$ cat config.mk
export PLATFORM = sky130hd
export DESIGN_NAME = uart_tx_csr
export DESIGN_NICKNAME = d
export VERILOG_FILES = /design/src/rtl/uart_tx_pkg.sv /design/src/rtl/uart_tx_fifo.sv /design/src/rtl/uart_tx_csr.sv
export SDC_FILE = /design/constraint.sdc
export NUM_CORES = 1
export LEC_CHECK = 0
export ABC_CLOCK_PERIOD_IN_PS = 3750
export CAP_MARGIN = 40
export CORE_MARGIN = 10
export CORE_UTILIZATION = 44
export DETAILED_ROUTE_END_ITERATION = 8
export GPL_ROUTABILITY_DRIVEN = 0
export PLACE_DENSITY = 0.82
export SYNTH_ARGS = -nofsm -noshare
export SYNTH_HDL_FRONTEND = slang
export SYNTH_SLANG_ARGS = --single-unit
$ cat constraint.sdc
create_clock -name clk -period 3.75 [get_ports clk]
set_clock_uncertainty 0.15 [all_clocks]
set_input_delay 0.75 -clock clk [delete_from_list [all_inputs] [get_ports clk]]
set_output_delay 0.75 -clock clk [all_outputs]
set_load 0.01 [all_outputs]
$ cat src/rtl/uart_tx_pkg.sv
// Shared register map, CTRL/STATUS bit positions and CTRL field layout for the UART transmit CSR block.
package uart_tx_pkg;

    localparam logic [31:0] OFF_TXDATA = 32'h00;
    localparam logic [31:0] OFF_CTRL   = 32'h04;
    localparam logic [31:0] OFF_STATUS = 32'h08;
    localparam logic [31:0] OFF_BAUD   = 32'h0C;
    localparam logic [31:0] OFF_IRQ_EN = 32'h10;

    localparam int CTRL_TX_EN      = 0;
    localparam int CTRL_TWO_STOP   = 1;
    localparam int CTRL_ODD_PARITY = 2;
    localparam int CTRL_PARITY_EN  = 3;
    localparam int CTRL_FLUSH      = 4;

    localparam int STAT_EMPTY    = 0;
    localparam int STAT_FULL     = 1;
    localparam int STAT_BUSY     = 2;
    localparam int STAT_OVERFLOW = 3;
    localparam int STAT_CFG_WR   = 4;

    localparam logic [15:0] BAUD_RST_DEFAULT = 16'd868;

    typedef struct packed {
        logic parity_en;
        logic odd_parity;
        logic two_stop;
        logic tx_en;
    } ctrl_t;

endpackage

$ cat src/rtl/uart_tx_fifo.sv
// Transmit character FIFO: registered storage, exact occupancy count, flush overrides push and pop.
module uart_tx_fifo #(
    parameter int unsigned DATA_W     = 8,
    parameter int unsigned FIFO_DEPTH = 8,
    localparam int unsigned AW = $clog2(FIFO_DEPTH),
    localparam int unsigned CW = $clog2(FIFO_DEPTH + 1)
) (
    input  logic              clk,
    input  logic              reset,
    input  logic              push,
    input  logic [DATA_W-1:0] push_data,
    input  logic              pop,
    input  logic              flush,
    output logic [DATA_W-1:0] head_data,
    output logic              empty,
    output logic              full,
    output logic [CW-1:0]     count
);

    logic [DATA_W-1:0] mem_q [FIFO_DEPTH];
    logic [DATA_W-1:0] mem_d [FIFO_DEPTH];
    logic [AW-1:0]     wr_ptr_q, wr_ptr_d;
    logic [AW-1:0]     rd_ptr_q, rd_ptr_d;
    logic [CW-1:0]     count_q, count_d;
    logic              push_ok, pop_ok;

    assign empty     = (count_q == '0);
    assign full      = (count_q == CW'(FIFO_DEPTH));
    assign count     = count_q;
    assign head_data = mem_q[rd_ptr_q];

    // A full FIFO still takes a push when the head leaves in the same cycle.
    assign pop_ok  = pop & ~empty & ~flush;
    assign push_ok = push & ~flush & (~full | pop_ok);

    always_comb begin
        mem_d    = mem_q;
        wr_ptr_d = wr_ptr_q;
        rd_ptr_d = rd_ptr_q;
        count_d  = count_q;
        if (flush) begin
            wr_ptr_d = '0;
            rd_ptr_d = '0;
            count_d  = '0;
        end else begin
            if (push_ok) begin
                mem_d[wr_ptr_q] = push_data;
                wr_ptr_d        = wr_ptr_q + 1'b1;
            end
            if (pop_ok) begin
                rd_ptr_d = rd_ptr_q + 1'b1;
            end
            if (push_ok && !pop_ok) begin
                count_d = count_q + 1'b1;
            end else if (pop_ok && !push_ok) begin
                count_d = count_q - 1'b1;
            end
        end
    end

    always_ff @(posedge clk or posedge reset) begin
        if (reset) begin
            wr_ptr_q <= '0;
            rd_ptr_q <= '0;
            count_q  <= '0;
        end else begin
            wr_ptr_q <= wr_ptr_d;
            rd_ptr_q <= rd_ptr_d;
            count_q  <= count_d;
        end
    end

    always_ff @(posedge clk) begin
        mem_q <= mem_d;
    end

endmodule

$ cat src/rtl/uart_tx_csr.sv
// UART transmit CSR block: bus-mapped registers in front of the transmit FIFO.
// Define UART_TX_IRQ_EN to build the IRQ_EN register and the level interrupt.
module uart_tx_csr
    import uart_tx_pkg::*;
#(
    parameter int unsigned DATA_W     = 8,
    parameter int unsigned FIFO_DEPTH = 8,
    parameter logic [31:0] BASE_ADDR  = 32'h0,
    parameter logic [15:0] BAUD_RST   = BAUD_RST_DEFAULT
) (
    input  logic              clk,
    input  logic              reset,
    input  logic              wr_en,
    input  logic              rd_en,
    input  logic [31:0]       addr,
    input  logic [31:0]       wdata,
    output logic [31:0]       rdata,
    output logic [DATA_W-1:0] tx_data,
    output logic              tx_valid,
    input  logic              tx_ready,
    input  logic              tx_busy,
    output logic              tx_en_r,
    output logic              two_stop_r,
    output logic              odd_parity_r,
    output logic              parity_en_r,
    output logic [15:0]       baud_div_r,
    output logic              irq
);

    localparam int unsigned CW = $clog2(FIFO_DEPTH + 1);

    ctrl_t       ctrl_q, ctrl_d;
    logic        ovf_q, ovf_d;
    logic        cfg_q, cfg_d;
    logic [15:0] baud_q, baud_d;
    logic [31:0] rdata_q, rdata_d;
    logic [31:0] offset, status_word, irq_en_word;
    logic        wr_txdata, wr_ctrl, wr_status, wr_baud, wr_irq_en;
    logic        fifo_empty, fifo_full, pop, flush;
    logic [CW-1:0] fifo_count;
    logic        unused_ok;

    assign offset    = addr - BASE_ADDR;
    assign wr_txdata = wr_en & (offset == OFF_TXDATA);
    assign wr_ctrl   = wr_en & (offset == OFF_CTRL);
    assign wr_status = wr_en & (offset == OFF_STATUS);
    assign wr_baud   = wr_en & (offset == OFF_BAUD);
    assign wr_irq_en = wr_en & (offset == OFF_IRQ_EN);
    assign flush     = wr_ctrl & wdata[CTRL_FLUSH];

    // Transmit handshake: tx_data is a character whenever tx_valid is high; it is
    // consumed on any rising edge where tx_valid and tx_ready are both high.
    assign tx_valid = ~fifo_empty & ctrl_q.tx_en;
    assign pop      = tx_valid & tx_ready;

    uart_tx_fifo #(
        .DATA_W     (DATA_W),
        .FIFO_DEPTH (FIFO_DEPTH)
    ) u_fifo (
        .clk       (clk),
        .reset     (reset),
        .push      (wr_txdata),
        .push_data (wdata[DATA_W-1:0]),
        .pop       (pop),
        .flush     (flush),
        .head_data (tx_data),
        .empty     (fifo_empty),
        .full      (fifo_full),
        .count     (fifo_count)
    );

    assign status_word = {16'h0, 8'(fifo_count), 3'b0, cfg_q, ovf_q,
                          tx_busy | ~fifo_empty, fifo_full, fifo_empty};

    always_comb begin
        ctrl_d  = ctrl_q;
        baud_d  = baud_q;
        rdata_d = rdata_q;
        if (wr_ctrl) begin
            ctrl_d = ctrl_t'(wdata[CTRL_PARITY_EN:CTRL_TX_EN]);
        end
        if (wr_baud && (wdata[15:0] != 16'h0)) begin
            baud_d = wdata[15:0];
        end
        // Sticky bits: a same-cycle set beats the write-one-to-clear.
        ovf_d = (wr_txdata & fifo_full & ~pop & ~flush)
              | (ovf_q & ~(wr_status & wdata[STAT_OVERFLOW]));
        cfg_d = wr_ctrl | (cfg_q & ~(wr_status & wdata[STAT_CFG_WR]));
        if (rd_en) begin
            case (offset)
                OFF_CTRL:   rdata_d = {28'h0, ctrl_q};
                OFF_STATUS: rdata_d = status_word;
                OFF_BAUD:   rdata_d = {16'h0, baud_q};
                OFF_IRQ_EN: rdata_d = irq_en_word;
                default:    rdata_d = 32'h0;
            endcase
        end
    end

    always_ff @(posedge clk or posedge reset) begin
        if (reset) begin
            ctrl_q  <= '0;
            ovf_q   <= 1'b0;
            cfg_q   <= 1'b0;
            baud_q  <= BAUD_RST;
            rdata_q <= '0;
        end else begin
            ctrl_q  <= ctrl_d;
            ovf_q   <= ovf_d;
            cfg_q   <= cfg_d;
            baud_q  <= baud_d;
            rdata_q <= rdata_d;
        end
    end

`ifdef UART_TX_IRQ_EN
    logic [1:0] irq_en_q, irq_en_d;
    logic       irq_q, irq_d;

    always_comb begin
        irq_en_d = wr_irq_en ? wdata[1:0] : irq_en_q;
        irq_d    = (irq_en_q[0] & fifo_empty & ctrl_q.tx_en) | (irq_en_q[1] & ovf_q);
    end

    always_ff @(posedge clk or posedge reset) begin
        if (reset) begin
            irq_en_q <= '0;
            irq_q    <= 1'b0;
        end else begin
            irq_en_q <= irq_en_d;
            irq_q    <= irq_d;
        end
    end

    assign irq_en_word = {30'h0, irq_en_q};
    assign irq         = irq_q;
    assign unused_ok   = ^wdata[31:16];
`else
    assign irq_en_word = 32'h0;
    assign irq         = 1'b0;
    assign unused_ok   = ^{wdata[31:16], wr_irq_en};
`endif

    assign rdata        = rdata_q;
    assign tx_en_r      = ctrl_q.tx_en;
    assign two_stop_r   = ctrl_q.two_stop;
    assign odd_parity_r = ctrl_q.odd_parity;
    assign parity_en_r  = ctrl_q.parity_en;
    assign baud_div_r   = baud_q;

endmodule

# After elaboration in Yosys (flattened, before gate mapping)
# Index checks and enable logic that the tools add are counted.
[totals]
in_bits = 70
out_inout_bits = 62
word_cells = 87
regBits = 128
[op_classes]
n_lt_le_gt_ge = 3
mux = 14
n_bitwise = 30
n_eq_ne = 4
n_reduce_logical = 13
n_addsub = 4
[ops]
columns = ["operator", "n"]
rows = [
  ["$bwmux W64", 1],
  ["$eq A32 B4 Y1 const B", 2],
  ["$pmux W16 S3", 1],
  ["$eq A32 B3 Y1 const B", 1],
  ["$logic_not A32 Y1", 1],
  ["$bmux W8 S3", 1],
  ["$demux W8 S3", 1],
  ["$mux W8", 3],
  ["$and A1 B1 Y1", 18],
  ["$reduce_bool A16 Y1", 1],
  ["$mux W3", 4],
  ["$mux W4", 3],
  ["$ge A4 B4 Y1 const B", 2],
  ["$not A3 Y4", 2],
  ["$add A3 B1 Y3 const B", 2],
  ["$not A1 Y1", 6],
  ["$add A4 B1 Y4 const B", 1],
  ["$eq A4 B4 Y1 const B", 1],
  ["$logic_and A1 B1 Y1", 4],
  ["$logic_not A4 Y1", 1],
  ["$lt A4 B1 Y1 const B", 1],
  ["$or A1 B1 Y1", 4],
  ["$reduce_bool A2 Y1", 2],
  ["$sub A4 B1 Y4 const B", 1],
  ["3 further kinds", 4],
]

# Logic depth before layout (Yosys ltp)
# Gate-level depths: netlist of run 1.
[logic_depth]
ltp_word = 13
ltp_mapped = 13
depth_no_buf = 12

# Cells and area by module
# From an unflattened synthesis of run 1, not the netlist that was laid out.
[unflattened]
hier_cells = 341
hier_area_um2 = 5099.9
[by_module_without_submodules]
columns = ["mod", "instances", "seq_area_each_um2", "area_each_um2", "cells_each"]
rows = [
  ["uart_tx_fifo", 1, 2172.1, 3153.0, 178],
  ["uart_tx_csr", 1, 957.2, 1946.9, 163],
]

# Worst setup path before layout of run 1
# OpenSTA, ideal clock, no wires.
[synth_path]
path_type = "input -> register"
from = "in addr[20]"
to = "reg u_fifo.count_q[3] (netlist: u_fifo.count[3])"
arrival_ps = 2837
required_time_ps = 3477
stages = 13
slack_ps = 640
cell_sequence = "nor4_1 > and4_1 > buf_4 > and3_1 > buf_6 > nand2_1 > ha_1 > a21o_1 > a21o_1 > nor2b_1 > mux2_2 > mux2i_1 > o21ai_1"
[synth_between]
elab_chain_len = 10
[synth_rtl]
columns = ["item", "line_no", "rtl"]
rows = [
  ["start: declaration", "uart_tx_csr.sv:15", "input logic [31:0] addr,"],
  ["$eq A32 B3 Y1", "uart_tx_csr.sv:45", "assign wr_ctrl = wr_en & (offset == OFF_CTRL);"],
  ["$and A1 B1 Y1", "uart_tx_csr.sv:45", ""],
  ["$and A1 B1 Y1", "uart_tx_csr.sv:49", "assign flush = wr_ctrl & wdata[CTRL_FLUSH];"],
  ["$not A1 Y1 (no source line)", "n/a", ""],
  ["$and A1 B1 Y1", "uart_tx_fifo.sv:33", "assign pop_ok = pop & ~empty & ~flush;"],
  ["$or A1 B1 Y1", "uart_tx_fifo.sv:34", "assign push_ok = push & ~flush & (~full | pop_ok);"],
  ["$and A1 B1 Y1", "uart_tx_fifo.sv:34", ""],
  ["$logic_and A1 B1 Y1 or $logic_not A1 Y1 (tied branches)", "uart_tx_fifo.sv:53, uart_tx_fifo.sv:55", ""],
  ["$mux W4 or $logic_and A1 B1 Y1 (tied branches)", "uart_tx_fifo.sv:53, uart_tx_fifo.sv:55", ""],
  ["$mux W4 or $reduce_bool A3 Y1 (tied branches)", "n/a", ""],
  ["end signal: assignment", "uart_tx_fifo.sv:69", "count_q <= count_d;"],
  ["end: declaration", "uart_tx_fifo.sv:24", "logic [CW-1:0] count_q, count_d;"],
]
# Several ways; a longest one is shown, not always the timed one.
# A chain may end at the register's enable or synchronous reset.

# Final worst setup path of run 1
[layout_path]
from = "in addr[15]"
to = "reg u_fifo.count_q[3] (netlist: u_fifo.count[3])"
# The elaborated chain is that of the path after synthesis.

==> run_results.csv, run 1 <==
group,metric,value,unit
outcome,outcome,"finished, final reports clean",
grt,grt_max_degree,29,
worst_setup_path,rr_worst_depth,11,
worst_setup_path,endpoint_kind,"register",
logic_synthesis,synth_edf_count,64,
worst_hold_path,hold_path.class,"register to register",
cells_and_area,drive_gt1_frac,0.231,
cts,ctsResizeCount,0,
logic_synthesis,seq_area_frac_synth,0.609,
cts,cts.clk_slew.worst_paths,0.07,ns
sta,slew_violations,0,
power_and_ir_drop,irDropWorstVdd,0.273,mV
die,die_w,128,um
worst_hold_path,worstHoldEndpoint,"rdata[5]",
die,ioPinCount,132,
placed_design,place_ws,0.0337,ns
logic_synthesis,ys_seq_elements,112,
sta,finalHoldViolCount,0,
worst_hold_path,min_path_cells,2,
cts,clock-sinks,112,
cells_and_area,synthToLayoutAreaGrowth,29.6,%
power_and_ir_drop,p_leak,2.49,nW
cts,cts_tree,"built",
logic_synthesis,avgSynthCellArea,14.5,um^2
power_and_ir_drop,p_per_area,370,nW/um^2
grt,grt_pass1_vias,3831,
grt,antenna_found_initial,0,
sta,worst_slack,0.402,ns
run,max_cap_viol_count,0,
cts,holdBufCountCts,0,
cells_and_area,fin_cells,620,
worst_setup_path,crit_start,"addr[15]",
die,dieHeight,128,um
cts,insertion_delay,0.34,ns
cts,htree_num_levels,3,
sta,layout_min_cycle_time,3.35,ns
cts,postCtsSetupBuffers,0,
placed_design,placed_cells,604,
routing,drt_wl_total,12900,um
worst_setup_path,crit_type,"input port to register",
logic_synthesis,ys_warn_count,0,
logic_synthesis,synth_cell_types,55,
routing,avgRoutedWirePerCell,20.8,um
worst_setup_path,r2r_end,"u_fifo.count[3]",
worst_setup_path,r2r-start,"u_fifo.count[1]",
placed_design,place_hpwl,9790,um
die,initial_utilization,0.450,
sta,rsz0062_at_grt,"no",
cells_and_area,antenna_cells,0,
sta,tns,0,ns
sta,final.period_utilization,0.893,
routing,drcViolationCount,0,
worst_setup_path,r2r_slack,0.79,ns
cts,clock_tree.root_cell,"clkbuf_16",
routing,vias_per_cell,5.49,
die,rows,39,
routing,ant_nets,0,
cells_and_area,final_common_cell,"clkdlybuf4s50_1",
placed_design,portBuffers,98,
routing,firstDrtPassIters,4,
sta,max_slew_margin,0.492,
logic_synthesis,synthFlopType,"edfxtp_1",
worst_setup_path,required,3.83,ns
grt,track_usage,0.159,
cells_and_area,nets,547,
grt,grt_pass1_wl,20700,um
sta,fmaxAchievable,299,MHz
logic_synthesis,synth_cells,355,
sta,worst_pin_slew,0.762,ns
worst_setup_path,crit_arrival,3.43,ns
worst_setup_path,cp_max_fo,5,
sta,setup_viol,0,
cts,cts_buffers,9,
worst_setup_path,cp-start-kind,"input port",
routing,drt_iter0_markers,327,
cts,cts_max_path_buffers,2,
die,dieArea,16400,um^2
logic_synthesis,syn_area,5140,um^2
cells_and_area,layout_common_cells,"clkdlybuf4s50_1, edfxtp_1, dfrtp_1",
worst_hold_path,min_from,"rdata[5]",
logic_synthesis,async_flop_share,0.429,
die,coreArea,11400,um^2
routing,num_vias,3405,
grt,globalRouteOverflowTotal,0,
sequential cells by signal, summed over array words and instances, names as in the netlist:
register / count
rdata: 16
ovf_q: 1
cfg_q: 1
u_fifo.count: 4
odd_parity_r: 1
u_fifo.mem_q: 64
u_fifo.rd_ptr_q: 3
parity_en_r: 1
tx_en_r: 1
u_fifo.wr_ptr_q: 3
baud_div_r: 16
two_stop_r: 1
power breakdown:
group	switching [mW]	internal, mW
logic	0.0599	0.0621
registers	0.00000000697	1.30
clock network	0.444	0.597
through the flow:
stage / hold slack (ns) / area [um^2] / total power, mW / utilization
after global placement: 0.351 / 6310 / 1.44 / 0.553
after CTS: 0.376 / 6660 / 2.48 / 0.583
after floorplan: 0.328 / 5200 / 1.37 / -
final: 0.371 / 6660 / 2.47 / 0.583
after detailed placement: 0.364 / 6330 / 1.45 / 0.555
after global routing: 0.404 / 6660 / 2.55 / 0.583
worst max-delay path, cell delays in order:
cell and delay, ns:
clkdlybuf4s50_1 0.40, nor4_1 0.31, and4_2 0.34, and4_2 0.26
nor2_1 0.06, nand2_1 0.11, ha_1 0.24, a21o_1 0.18
a21o_1 0.20, nor2b_1 0.13, mux2_2 0.26, mux2i_1 0.13
o21ai_1 0.07
cell families after synthesis:
kind of cell / after synthesis / share of synthesized area
flip-flops: 112 / 0.609
XOR/XNOR: 5 / 0.00998
AND/OR/NAND/NOR: 82 / 0.0991
other: 1 / 0.000730
buffers and inverters: 57 / 0.0626
adder cells (fa/ha/maj): 5 / 0.0136
AO/OA/AOI/OAI: 42 / 0.0536
multiplexers: 51 / 0.152
synth_stat cells (all sizes together) (2+ instances only):
master / count / area share
and4: 4 / 0.0075
nand3: 12 / 0.014
nand2: 12 / 0.0093
a21o: 2 / 0.0029
a22oi: 7 / 0.010
nor2: 18 / 0.017
and3: 3 / 0.0049
edfxtp: 64 / 0.37
inv: 23 / 0.017
a21oi: 5 / 0.0049
mux2i: 7 / 0.014
buf: 28 / 0.041
dfstp: 5 / 0.026
xnor2: 3 / 0.0066
nand3b: 2 / 0.0029
nor2b: 3 / 0.0037
clkbuf: 6 / 0.0044
ha: 4 / 0.0097
nor3b: 3 / 0.0044
nor4: 13 / 0.018
o2bb2ai: 4 / 0.0068
xor2: 2 / 0.0034
mux2: 28 / 0.068
o22ai: 9 / 0.011
mux4: 16 / 0.070
nor4b: 3 / 0.0063
dfrtp: 43 / 0.21
o21ai: 11 / 0.011
nand4: 3 / 0.0037
nor3: 4 / 0.0049
layout make-up:
class / count / area (um^2)
timing repair buffer: 124 / 1190
sequential: 112 / 3130
tap: 143 / 179
clock inverter: 6 / 97.6
multi-input combinational: 202 / 1750
fill: 880 / 4760
clock buffer: 10 / 229
inverter: 23 / 86.3
how the worst max path moves through the flow:
| stage | to | slack [ns] | cells past startpoint |
|---|---|---|---|
| 4_1_cts | u_fifo.count[3] | 0.40 | 13 |
| 6_report | u_fifo.count[3] | 0.40 | 13 |
| 3_5_place_dp | u_fifo.count[3] | 0.03 | 13 |
| 2_1_floorplan | u_fifo.count[3] | 0.64 | 13 |
| 3_3_place_gp | u_fifo.count[3] | 0.13 | 13 |
| 5_1_grt | u_fifo.count[3] | 0.25 | 13 |
metal layers:
layer,wire (um),part of all wire,GRT usage,vias to the layer above
li1,-,-,-,1535
met1,5270,0.41,0.198,1721
met2,6370,0.50,0.264,138
met3,1100,0.086,0.0533,11
met4,125,0.0097,0.0338,0
met5,0,0,0,-
No activity file was read; power rests on OpenSTA's default activity.
==> inputs of run 2 (changes only) <==
ABC_CLOCK_PERIOD_IN_PS = 3200   (was 3750)
TNS_END_PERCENT = 5   (was not set)
clock period = 3.2 ns   (was 3.75 ns; I/O delays follow)
==> run 2 against run 1 <==
Effect of this change:
- critical path depth stayed put
- highest routed layer unchanged
- power is 11% higher
- die area stayed put
- critical path type unchanged
- non-clock buffer count is 16 higher
- via count is 1.7% higher
- count of clock-buffer cells in the layout stayed put
- core utilization is 1.3 points higher
- critical endpoint unchanged
- register-to-register slack worse by 0.51 ns
- cell count is 2.6% higher
==> run_results.csv, run 2 (synthesized netlist as in run 1, its figures left out) <==
group,metric,value,unit
outcome,outcome,"finished, final reports clean",
cells_and_area,nets,563,
cts,clock_tree.root_cell,"clkbuf_16",
die,rows,39,
cells_and_area,antenna_cells,0,
cells_and_area,fin_cells,636,
sta,fin_hold_ws,0.330,ns
cells_and_area,multiInputGateArea,1800,um^2
cells_and_area,largest_reg_flops,64,
cts,cts.clk_slew.worst_paths,0.07,ns
run,max_cap_viol_count,0,
routing,ant_nets,0,
worst_setup_path,cp-start-kind,"input port",
power_and_ir_drop,irDropWorstVdd,0.293,mV
cts,cts_tree,"built",
die,initial_utilization,0.450,
sta,slew_violations,0,
cts,insertion_delay,0.34,ns
routing,drcViolationCount,0,
cells_and_area,ff_latch_area,3130,um^2
cells_and_area,layout_common_cells,"clkdlybuf4s50_1, edfxtp_1, dfrtp_1",
worst_hold_path,hold_path.class,"input port to async pin",
worst_setup_path,endpoint_kind,"register",
sta,fmaxAchievable,318,MHz
sta,final.period_utilization,0.983,
cts,cts_buffers,9,
grt,track_usage,0.159,
grt,globalRouteOverflowTotal,0,
cells_and_area,regMostFlops,"u_fifo.mem_q",
placed_design,place_hpwl,9940,um
placed_design,portBuffers,98,
routing,vias_per_cell,5.44,
cts,htree_num_levels,3,
die,die_w,128,um
die,dieArea,16400,um^2
cells_and_area,drive_gt1_frac,0.272,
cts,holdBufCountCts,0,
routing,avgRoutedWirePerCell,20.9,um
die,coreArea,11400,um^2
worst_setup_path,crit_type,"input port to register",
routing,firstDrtPassIters,4,
routing,num_vias,3463,
sta,layout_min_cycle_time,3.15,ns
grt,grt_pass1_wl,20300,um
die,dieHeight,128,um
cts,cts_max_path_buffers,2,
power_and_ir_drop,p_per_area,403,nW/um^2
cells_and_area,final_common_cell,"clkdlybuf4s50_1",
grt,grt_pass1_vias,3771,
routing,drt_iter0_markers,249,
power_and_ir_drop,p_leak,2.59,nW
sta,finalHoldViolCount,0,
die,ioPinCount,132,
grt,antenna_found_initial,0,
grt,grt_max_degree,25,
cells_and_area,synthToLayoutAreaGrowth,32.4,%
worst_setup_path,crit_arrival,3.22,ns
worst_setup_path,cp_max_fo,3,
cells_and_area,post-route-util,0.596,
placed_design,placed_cells,618,
cts,clock-sinks,112,
sta,setup_viol,0,
routing,drt_wl_total,13300,um
sta,worst_pin_slew,0.756,ns
sta,max_slew_margin,0.493,
worst_setup_path,required,3.27,ns
cells_and_area,nFillCells,911,
## run 2: cell count changes in the layout (fill, tap and decap cells not counted), sizes merged
cell,delta
bufinv,-2
buf,+16
dlymetal6s2s,+4
clkinv,+3
inv,-1
clkdlybuf4s50,-4
## run 2: through the flow
step | area, um^2 | TNS [ns] | total power [mW] | setup slack (ns)
CTS | 6730 | 0 | 2.76 | 0.0321
finish | 6810 | 0 | 2.74 | 0.0547
global route | 6810 | -0.0694 | 2.83 | -0.0694
global placement | 6440 | -0.257 | 1.70 | -0.257
floorplan | 5200 | 0 | 1.61 | 0.200
detailed placement | 6440 | -0.383 | 1.70 | -0.310
## run 2: layout make-up
type | instances | share of cell area
Sequential cell | 112 | 0.460
Multi-Input combinational cell | 202 | 0.264
Timing Repair Buffer | 140 | 0.194
Clock buffer | 10 | 0.0336
Tap cell | 143 | 0.0263
Inverter | 23 | 0.0127
Clock inverter | 6 | 0.00919
## run 2: metal layers
| layer | wire length [um] | share of wire | global-route usage | vias up |
|---|---|---|---|---|
| li1 | - | - | - | 1562 |
| met5 | 0 | 0 | 0 | - |
| met3 | 886 | 0.067 | 0.0476 | 12 |
| met1 | 5400 | 0.41 | 0.189 | 1758 |
| met2 | 6890 | 0.52 | 0.277 | 131 |
| met4 | 138 | 0.010 | 0.0377 | 0 |
## run 2: power by group
part           leakage (nW)  internal, mW  switching [mW]
clock                 0.142         0.548           0.522
combinational          1.23        0.0746          0.0720
sequential             1.22          1.53   0.00000000981
## run 2: critical path, cell delays in order
cell and delay, ns:
clkdlybuf4s50_1 0.42, nor4_2 0.29, and4_2 0.28, and4_4 0.23
nor2_2 0.05, nand2_2 0.11, buf_6 0.11, ha_1 0.24
a21o_1 0.22, nor2b_1 0.13, mux2_2 0.26, mux2i_1 0.14
o21ai_1 0.09
## run 2: path summary, 6_finish.rpt
| kind | startpoint | depth (start not counted) | slack [ns] | endpoint |
|---|---|---|---|---|
| max in group asynchronous | reset | 3 | 2.03 | baud_div_r[2] |
| hold reg to reg | two_stop_r | 1 | 0.38 | two_stop_r |
| hold / removal | reset | 2 | 0.33 | baud_div_r[7] |
| min in group clk | two_stop_r | 1 | 0.38 | two_stop_r |
| setup / recovery | addr[6] | 13 | 0.05 | u_fifo.count[3] |
| setup reg to reg | u_fifo.count[1] | 11 | 0.28 | u_fifo.count[3] |
## run 2: repair_timing
action / CTS / global route
setup endpoints to repair: 0 / 1
buffers inserted: 0 / 2
gates resized for setup: 0 / 14
==> inputs of run 3 (changes only) <==
CAP_MARGIN = 10   (was 40)
==> results of run 3 <==
No change in the layout: final DEF, timing and power equal those of run 2.
